==> config.mk <==
export PLATFORM = sky130hd
export DESIGN_NAME = nikhilam_mac
export DESIGN_NICKNAME = d
export VERILOG_FILES = /design/src/rtl/nikhilam_pkg.sv /design/src/rtl/nikhilam_mac_nikhilum.sv /design/src/rtl/nikhilam_mac.sv
export SDC_FILE = /design/constraint.sdc
export NUM_CORES = 1
export LEC_CHECK = 0
export BUFFER_PORTS_ARGS = -buffer_cell sky130_fd_sc_hd__buf_2
export CAP_MARGIN = 20
export CELL_PAD_IN_SITES_DETAIL_PLACEMENT = 2
export CELL_PAD_IN_SITES_GLOBAL_PLACEMENT = 2
export CORE_UTILIZATION = 38
export CTS_CLUSTER_DIAMETER = 40
export DETAILED_ROUTE_END_ITERATION = 8
export PLACE_DENSITY_LB_ADDON = 0.1
export SYNTH_ARGS = -nofsm -noshare
export SYNTH_HDL_FRONTEND = slang
export SYNTH_HIERARCHICAL = 1
export SYNTH_SLANG_ARGS = --single-unit
==> constraint.sdc <==
create_clock -name clk -period 5.8 [get_ports clk]
set_clock_uncertainty 0.05 [all_clocks]
set_input_delay 1.45 -clock clk [delete_from_list [all_inputs] [get_ports clk]]
set_output_delay 1.45 -clock clk [all_outputs]
set_load 0.03 [all_outputs]
==> src/rtl/nikhilam_pkg.sv <==
// Shared widths and state encoding for the nikhilam multiply-accumulate slice.
package nikhilam_pkg;

  localparam int unsigned OP_W   = 4;
  localparam int unsigned PROD_W = 8;

  typedef enum logic {
    S_ACC  = 1'b0,
    S_HOLD = 1'b1
  } mac_state_t;

endpackage : nikhilam_pkg

==> src/rtl/nikhilam_mac_nikhilum.sv <==
// nikhilum: 4x4 unsigned multiplier using the Nikhilam method with base 16.
// a*b = (a + b - 16)*16 + (16-a)*(16-b). The 4-bit complement wraps for a zero
// operand, so a zero input gives a wrong product; callers must handle that case.
module nikhilum
  import nikhilam_pkg::*;
(
  input  logic [OP_W-1:0]   a,
  input  logic [OP_W-1:0]   b,
  output logic [PROD_W-1:0] p
);

  logic [OP_W-1:0] ca;
  logic [OP_W-1:0] cb;
  logic [OP_W:0]   s;

  // Complements from the base, cross-sum, then recombine modulo 2^PROD_W
  always_comb begin
    ca = OP_W'(5'd16 - 5'(a));
    cb = OP_W'(5'd16 - 5'(b));
    s  = 5'(a) + 5'(b);
    p  = {s[OP_W-1:0], 4'b0000} + (PROD_W'(ca) * PROD_W'(cb));
  end

endmodule : nikhilum

==> src/rtl/nikhilam_mac.sv <==
// nikhilam_mac: streaming multiply-accumulate over packets of 4-bit pairs.
// Stage 1 registers an accepted pair, stage 2 adds its product to the
// accumulator; the pair marked last closes the packet and the result is held
// until the consumer takes it.
// Optional macro SATURATE_EN: clamp the accumulator at all-ones and report a
// sticky overflow on out_ovf; otherwise accumulation wraps and out_ovf is 0.
module nikhilam_mac
  import nikhilam_pkg::*;
#(
  parameter int unsigned ACC_W = 16,
  parameter int unsigned CNT_W = 8
) (
  input  logic             clk,
  input  logic             rst,
  input  logic             in_valid,
  output logic             in_ready,
  input  logic [OP_W-1:0]  in_a,
  input  logic [OP_W-1:0]  in_b,
  input  logic             in_last,
  output logic             out_valid,
  input  logic             out_ready,
  output logic [ACC_W-1:0] out_sum,
  output logic [CNT_W-1:0] out_count,
  output logic             out_ovf
);

  mac_state_t state_q, state_d;

  logic             in_ready_q, in_ready_d;
  logic             s1_valid_q, s1_valid_d;
  logic [OP_W-1:0]  a_q, a_d;
  logic [OP_W-1:0]  b_q, b_d;
  logic             last_q, last_d;
  logic [ACC_W-1:0] acc_q, acc_d;
  logic [CNT_W-1:0] cnt_q, cnt_d;
  logic             out_valid_q, out_valid_d;
  logic [ACC_W-1:0] out_sum_q, out_sum_d;
  logic [CNT_W-1:0] out_count_q, out_count_d;

  logic              accept_c;
  logic [PROD_W-1:0] prod_raw_c;
  logic [ACC_W-1:0]  prod_c;
  logic [ACC_W-1:0]  sum_c;
  logic [CNT_W-1:0]  cnt_inc_c;

`ifdef SATURATE_EN
  localparam int unsigned SUM_W = ACC_W + 1;
  logic             ovf_q, ovf_d;
  logic             out_ovf_q, out_ovf_d;
  logic [SUM_W-1:0] sum_ext_c;
  logic             carry_c;
`endif

  nikhilum u_mul (
    .a (a_q),
    .b (b_q),
    .p (prod_raw_c)
  );

  // Handshake, zero-operand fix, accumulate add and saturating pair count
  always_comb begin
    accept_c  = in_valid && in_ready_q;
    prod_c    = ((a_q == '0) || (b_q == '0)) ? '0 : ACC_W'(prod_raw_c);
    cnt_inc_c = (&cnt_q) ? cnt_q : cnt_q + CNT_W'(1);
`ifdef SATURATE_EN
    sum_ext_c = SUM_W'(acc_q) + SUM_W'(prod_c);
    carry_c   = sum_ext_c[ACC_W];
    sum_c     = carry_c ? '1 : sum_ext_c[ACC_W-1:0];
`else
    sum_c     = acc_q + prod_c;
`endif
  end

  // State and pipeline registers
  always_ff @(posedge clk or posedge rst) begin
    if (rst) begin
      state_q     <= S_ACC;
      in_ready_q  <= 1'b0;
      s1_valid_q  <= 1'b0;
      a_q         <= '0;
      b_q         <= '0;
      last_q      <= 1'b0;
      acc_q       <= '0;
      cnt_q       <= '0;
      out_valid_q <= 1'b0;
      out_sum_q   <= '0;
      out_count_q <= '0;
`ifdef SATURATE_EN
      ovf_q       <= 1'b0;
      out_ovf_q   <= 1'b0;
`endif
    end else begin
      state_q     <= state_d;
      in_ready_q  <= in_ready_d;
      s1_valid_q  <= s1_valid_d;
      a_q         <= a_d;
      b_q         <= b_d;
      last_q      <= last_d;
      acc_q       <= acc_d;
      cnt_q       <= cnt_d;
      out_valid_q <= out_valid_d;
      out_sum_q   <= out_sum_d;
      out_count_q <= out_count_d;
`ifdef SATURATE_EN
      ovf_q       <= ovf_d;
      out_ovf_q   <= out_ovf_d;
`endif
    end
  end

  // Next state: close packet on a staged last pair, reopen on result handoff
  always_comb begin
    state_d = state_q;
    unique case (state_q)
      S_ACC:  if (s1_valid_q && last_q) state_d = S_HOLD;
      S_HOLD: if (out_valid_q && out_ready) state_d = S_ACC;
      default: state_d = S_ACC;
    endcase
  end

  // Datapath and output register updates
  always_comb begin
    s1_valid_d  = accept_c;
    a_d         = a_q;
    b_d         = b_q;
    last_d      = last_q;
    acc_d       = acc_q;
    cnt_d       = cnt_q;
    out_valid_d = out_valid_q;
    out_sum_d   = out_sum_q;
    out_count_d = out_count_q;
`ifdef SATURATE_EN
    ovf_d       = ovf_q;
    out_ovf_d   = out_ovf_q;
`endif

    if (accept_c) begin
      a_d    = in_a;
      b_d    = in_b;
      last_d = in_last;
    end

    if (s1_valid_q) begin
      if (!last_q) begin
        acc_d = sum_c;
        cnt_d = cnt_inc_c;
`ifdef SATURATE_EN
        ovf_d = ovf_q || carry_c;
`endif
      end else begin
        out_sum_d   = sum_c;
        out_count_d = cnt_inc_c;
        out_valid_d = 1'b1;
        acc_d       = '0;
        cnt_d       = '0;
`ifdef SATURATE_EN
        out_ovf_d   = ovf_q || carry_c;
        ovf_d       = 1'b0;
`endif
      end
    end

    if ((state_q == S_HOLD) && out_valid_q && out_ready) begin
      out_valid_d = 1'b0;
    end

    // Registered form of: ready in S_ACC unless a last pair is staged
    in_ready_d = (state_d == S_ACC) && !(s1_valid_d && last_d);
  end

  assign in_ready  = in_ready_q;
  assign out_valid = out_valid_q;
  assign out_sum   = out_sum_q;
  assign out_count = out_count_q;
`ifdef SATURATE_EN
  assign out_ovf   = out_ovf_q;
`else
  assign out_ovf   = 1'b0;
`endif

endmodule : nikhilam_mac

# Word level (Yosys, flattened, before mapping)

Index checks and enable logic that the tools add are counted.

Word-level logic and storage cells: 47
Bits in latches: 0
Memories: 0
Output and inout bits: 27
ROM bits: 0
Bits in writable memories: 0
Register bits: 61
Bits of input ports: 13

Div/mod/pow operators: 0
Muxes and demuxes: 11
Multipliers: 1
Bitwise logic cells: 2
Equality and inequality tests: 0
$lt $le $gt $ge: 0
Reductions and logical operators: 16
$add $sub $neg: 6
Shift operators: 0

Operator list:

| operator              | count |
|---|---|
| $mux W8               | 3 |
| $add A16 B8 Y16       | 1 |
| $mux W16              | 1 |
| $add A8 B1 Y8 const B | 1 |
| $add A8 B8 Y8         | 1 |
| $logic_not A4 Y1      | 2 |
| $mul A4 B4 Y8         | 1 |
| $reduce_and A8 Y1     | 1 |
| $sub A1 B4 Y4 const A | 2 |
| $logic_and A1 B1 Y1   | 7 |
| $mux W1               | 6 |
| $add A4 B4 Y4         | 1 |
| $reduce_and A2 Y1     | 2 |
| $reduce_bool A2 Y1    | 2 |
| $not A1 Y1            | 2 |
| $pmux W1 S2           | 1 |
| $logic_not A1 Y1      | 1 |
| $logic_or A1 B1 Y1    | 1 |

# Longest topological paths before layout

Depth after elaboration: 6
Gate-level depth with buffers: 21
Depth with buffers taken out: 21

# Cells and area by module

Netlist, hierarchy kept.

By module, submodules not included:

| module       | area each (um^2) | instances | cells each | sequential area each (um^2) |
|---|---|---|---|---|
| nikhilam_mac | 3,030.4          | 1         | 296        | 1,526.5 |
| nikhilum     | 698.2            | 1         | 81         | 0.0 |

# Least setup slack after synthesis

OpenSTA, ideal clock, no wires.

Path kind: register to register
Start point: register b_q[0]
End point: register acc_q[9]
Period minus slack after synthesis: 5.341 ns
Buffers on the path: 0
Required time: 5.614 ns
Arrival: 5.156 ns
Cell stages (with the launch flop): 20
Path slack: 0.459 ns
Setup time: 0.136 ns
Path through: dfrtp_1 inv_1 ha_1 xnor2_1 nand2_1 fa_1 fa_1 fa_1 inv_1 fa_1 a21o_1 a21oi_1 xnor3_1 and2_1 ha_1 and3_1 or3b_4 and2_1 o311ai_1 o41ai_1

Longest elaborated chain between the ends: 6
Elaborated cells on any way between the ends: 9
Those cells by class: add/sub: 4; mul: 1; mux: 2; reduce/logical: 2

Ends and longest elaborated chain:

| element                | line                        | source |
|---|---|---|
| from (decl)            | nikhilam_mac.sv:32          | `logic [OP_W-1:0] b_q, b_d;` |
| from (signal assigned) | nikhilam_mac.sv:81          | `b_q <= '0;` |
| from (signal assigned) | nikhilam_mac.sv:97          | `b_q <= b_d;` |
| $sub A1 B4 Y4          | nikhilam_mac_nikhilum.sv:19 | `cb = OP_W'(5'd16 - 5'(b));` |
| $mul A4 B4 Y8          | nikhilam_mac_nikhilum.sv:21 | `p = {s[OP_W-1:0], 4'b0000} + (PROD_W'(ca) * PROD_W'(cb));` |
| $add A8 B8 Y8 (*)      | nikhilam_mac_nikhilum.sv:21 |  |
| net prod_raw_c[7]      | nikhilam_mac.sv:41          | `logic [PROD_W-1:0] prod_raw_c;` |
| $mux W8 (*)            | nikhilam_mac.sv:63          | `prod_c = ((a_q == '0) \|\| (b_q == '0)) ? '0 : ACC_W'(prod_raw_c);` |
| $add A16 B8 Y16 (*)    | nikhilam_mac.sv:70          | `sum_c = acc_q + prod_c;` |
| $mux W16 (*)           | nikhilam_mac.sv:144         | `if (!last_q) begin` |
| to (signal assigned)   | nikhilam_mac.sv:83          | `acc_q <= '0;` |
| to (signal assigned)   | nikhilam_mac.sv:99          | `acc_q <= acc_d;` |
| to (decl)              | nikhilam_mac.sv:34          | `logic [ACC_W-1:0] acc_q, acc_d;` |

Mark *: on every way through the listed nets, which the timed path passes. The rest lies on a longest branch.
A chain may end at the register's enable or synchronous reset.

# Final worst setup path

Start point: register a_q[1]
End point: register acc_q[9]

Longest elaborated chain between the ends: 6
Elaborated cells on any way between the ends: 9
Those cells by class: add/sub: 4; mul: 1; mux: 2; reduce/logical: 2

Ends and longest elaborated chain:

| element                | line                        | source |
|---|---|---|
| from (decl)            | nikhilam_mac.sv:31          | `logic [OP_W-1:0] a_q, a_d;` |
| from (signal assigned) | nikhilam_mac.sv:80          | `a_q <= '0;` |
| from (signal assigned) | nikhilam_mac.sv:96          | `a_q <= a_d;` |
| $sub A1 B4 Y4          | nikhilam_mac_nikhilum.sv:18 | `ca = OP_W'(5'd16 - 5'(a));` |
| $mul A4 B4 Y8          | nikhilam_mac_nikhilum.sv:21 |  |
| $add A8 B8 Y8 (*)      | nikhilam_mac_nikhilum.sv:21 |  |
| net prod_raw_c[7]      | nikhilam_mac.sv:41          |  |
| $mux W8 (*)            | nikhilam_mac.sv:63          |  |
| $add A16 B8 Y16 (*)    | nikhilam_mac.sv:70          |  |
| $mux W16 (*)           | nikhilam_mac.sv:144         |  |

Marked as above.

==> run metrics <==
outcome finished, final reports clean; mux cell area share after synthesis under 10%; Placer Congestion 0.803; die area 10200 um^2; final-report max-slew violation count 0; IO Pins 40; largest net degree at the start of global routing just over 60; Final period util 95.5%; Final Util 46.9%; yosys warns 6; vias in the first global route roughly 3.2k; max_slew headroom 46.1%; Area contributors post-synth dfrtp_1, ha_1, xnor2_1, fa_1, nand2_1; dpl cells 538; Avg Vias per Cell 5.19; clock sink count 61; drt drc 0; CTS tree yes; antenna-violating nets left 0; Fillers 1029; R2R Setup Slk 0.26 ns; H-tree depth 3; measured slew at the worst slew-check pin about 0.8 ns; Post-Synth Simple-Gate Area a little over an eighth; diodes inserted 0; Iteration-0 DRC Markers 33; iteration count of the initial detailed-routing pass 4; Synth Area in Adders between 10 and 15%; Arrival @ worst endpoint 5.69 ns; CTS buffer count 9; die extent in x 101 um; IO buf count 38; HP Class flop to flop; WS Path Type flop to flop; num rows 35; minimum clock period 5.54 ns; maxcap violations 0; XOR/XNOR share of the synthesized area 7.18%; Post-DP Area 4080 um^2; Crit path required time a little under 6 ns; WL/cell 16.7 um; sequential area share after synthesis 40.9%; CTS root buf clkbuf_8; area grow syn2layout 17.9%; final hold vios 0; hold_buf cts 0; global-route wire length before repair between 15000 and 20000 um; top cell type's share of synthesized area 40.9%; post-synthesis cell area roughly 3700 um^2; Worst Setup End Kind flop; Crit Path Max Fanout 5; Post-layout nets 476; Max Fclk 181 MHz; Worst-Skew Late Latency 0.34 ns; share of cells above drive strength 1 around 23%; initial antenna violation count 0; FF/Latch Area 1530 um^2; Seq cells post-synth 61; number of enable flip-flop cells after synthesis 0; Initial Util between 30% and 40%; core area ~9400 um^2; Routed WL roughly 9300 um; Mapped Cells roughly 380; Total Routing Usage GR 20.3%; Die Y between 100 and 150 um; syn_nets 426; clk slew on worst S/H paths 0.07 ns; cell area after layout 4390 um^2; Main synth FF type dfrtp_1; CTS Buffer Depth 2; total grt overflow 0; async set or reset register ratio after synthesis 100%; area of the multi-input gates 2090 um^2; area leader, netlist dfrtp_1; startpoint types flop; vias 2906; Synth Area in Compound Gates 16.4%; Post-Layout Cell Count 560; Syn Area/Cell about 10 um^2; largest family of logic cells by synthesized area compound AO/OA/AOI/OAI gates; setup violators final 0; detailed placer's ending HPWL 6710 um; Hold WS 0.425 ns; Synth cell types between 50 and 60
[stage by stage]
step / setup WS [ns] / TNS (ns)
after CTS: 0.0636 / 0
after global placement: 0.244 / 0
after global routing: -0.0292 / -0.0330
after floorplan: 0.459 / 0
final: 0.262 / 0
after detailed placement: 0.00853 / 0
[cell type report]
type | instances | share of cell area, %
clock buffer | 11 | 3.22
inverter | 31 | 2.65
tap | 129 | 3.67
timing repair buffer | 51 | 6.55
clock inverter | 4 | 1.65
multi-input combinational | 273 | 47.5
sequential | 61 | 34.8
[flip-flops by register name, indices dropped and copies added (netlist names)]
signal,count
acc_q,16
out_sum,16
cnt_q,8
out_count,8
a_q,4
b_q,4
in_ready,1
last_q,1
out_valid,1
s1_valid_q,1
state_q,1
[Yosys cell counts, types with 3 or more instances]
cell and number:
a31oi_1 4, clkbuf_1 10, o22ai_1 5, and2_1 17, xor2_1 7, nand3_1 6
inv_1 30, o21ai_0 26, nor3_1 5, a21o_1 9, nor2_1 18, nor4_1 3
dfrtp_1 61, mux2_2 11, a21oi_1 13, ha_1 27, o2bb2ai_1 4, nand2_1 42
a21oi_2 3, o21ai_1 4, xnor2_1 21, a22o_1 6, fa_1 9
[kinds of logic (layout without fill, tap and decap cells)]
| kind of cell | after synthesis | in the layout |
|---|---|---|
| compound gates | 91 | 91 |
| xor+xnor | 29 | 29 |
| fa+ha+maj | 36 | 36 |
| buf+inv | 43 | 97 |
| flops | 61 | 61 |
| mux | 12 | 12 |
| other cells | 1 | 1 |
| simple gates | 104 | 104 |
[cell usage in the layout, fill, tap and decap left out, drive strengths merged, types with 16 or more instances in the layout]
| cell | count |
|---|---|
| xnor2 | 21 |
| a21oi | 16 |
| and2 | 17 |
| nor2 | 18 |
| dfrtp | 61 |
| o21ai | 30 |
| buf | 51 |
| inv | 30 |
| ha | 27 |
| nand2 | 42 |
[worst paths after layout]
kind	from	endpoint	depth (start not counted)
min in group asynchronous	rst	cnt_q[5]	3
worst max register to register	a_q[1]	acc_q[9]	20
max in group asynchronous	rst	b_q[0]	3
worst max-delay path	a_q[1]	acc_q[9]	20
worst min register to register	out_sum[10]	out_sum[10]	2
worst min-delay path	out_sum[10]	out_sum[10]	2
[layer usage]
layer  vias to the layer above  share of wire (%)  GRT usage (%)
li1                       1399                  -              -
met1                      1453                 46           25.4
met2                        44                 50           35.3
met3                        10                2.8           4.37
met4                         0                1.1           5.35
met5                         -                  0              0
[worst max-delay path, cell delays in order (launching register included)]
cell and delay [ns]:
dfrtp_1 0.43, inv_1 0.07, ha_1 0.21, xnor2_2 0.24
nand2_1 0.12, fa_1 0.50, fa_2 0.57, inv_1 0.04
ha_1 0.28, ha_1 0.23, fa_2 0.35, a21o_1 0.18
a21oi_1 0.13, xnor3_1 0.39, and2_1 0.17, ha_4 0.29
and3_1 0.17, or3b_4 0.43, and2_1 0.19, o311ai_1 0.22
o41ai_1 0.11
[repair_timing]
item                                    4_1_cts  5_1_grt
hold endpoints to repair                      0        0
buffers inserted                              0        7
resized for setup                             1        9
pin swaps                                     0        4
cloned                                        0        0
endpoints found under the setup margin        1       10
Power is not shown: default switching activity piles up to over one toggle a cycle in this logic, so the estimate is an artifact.
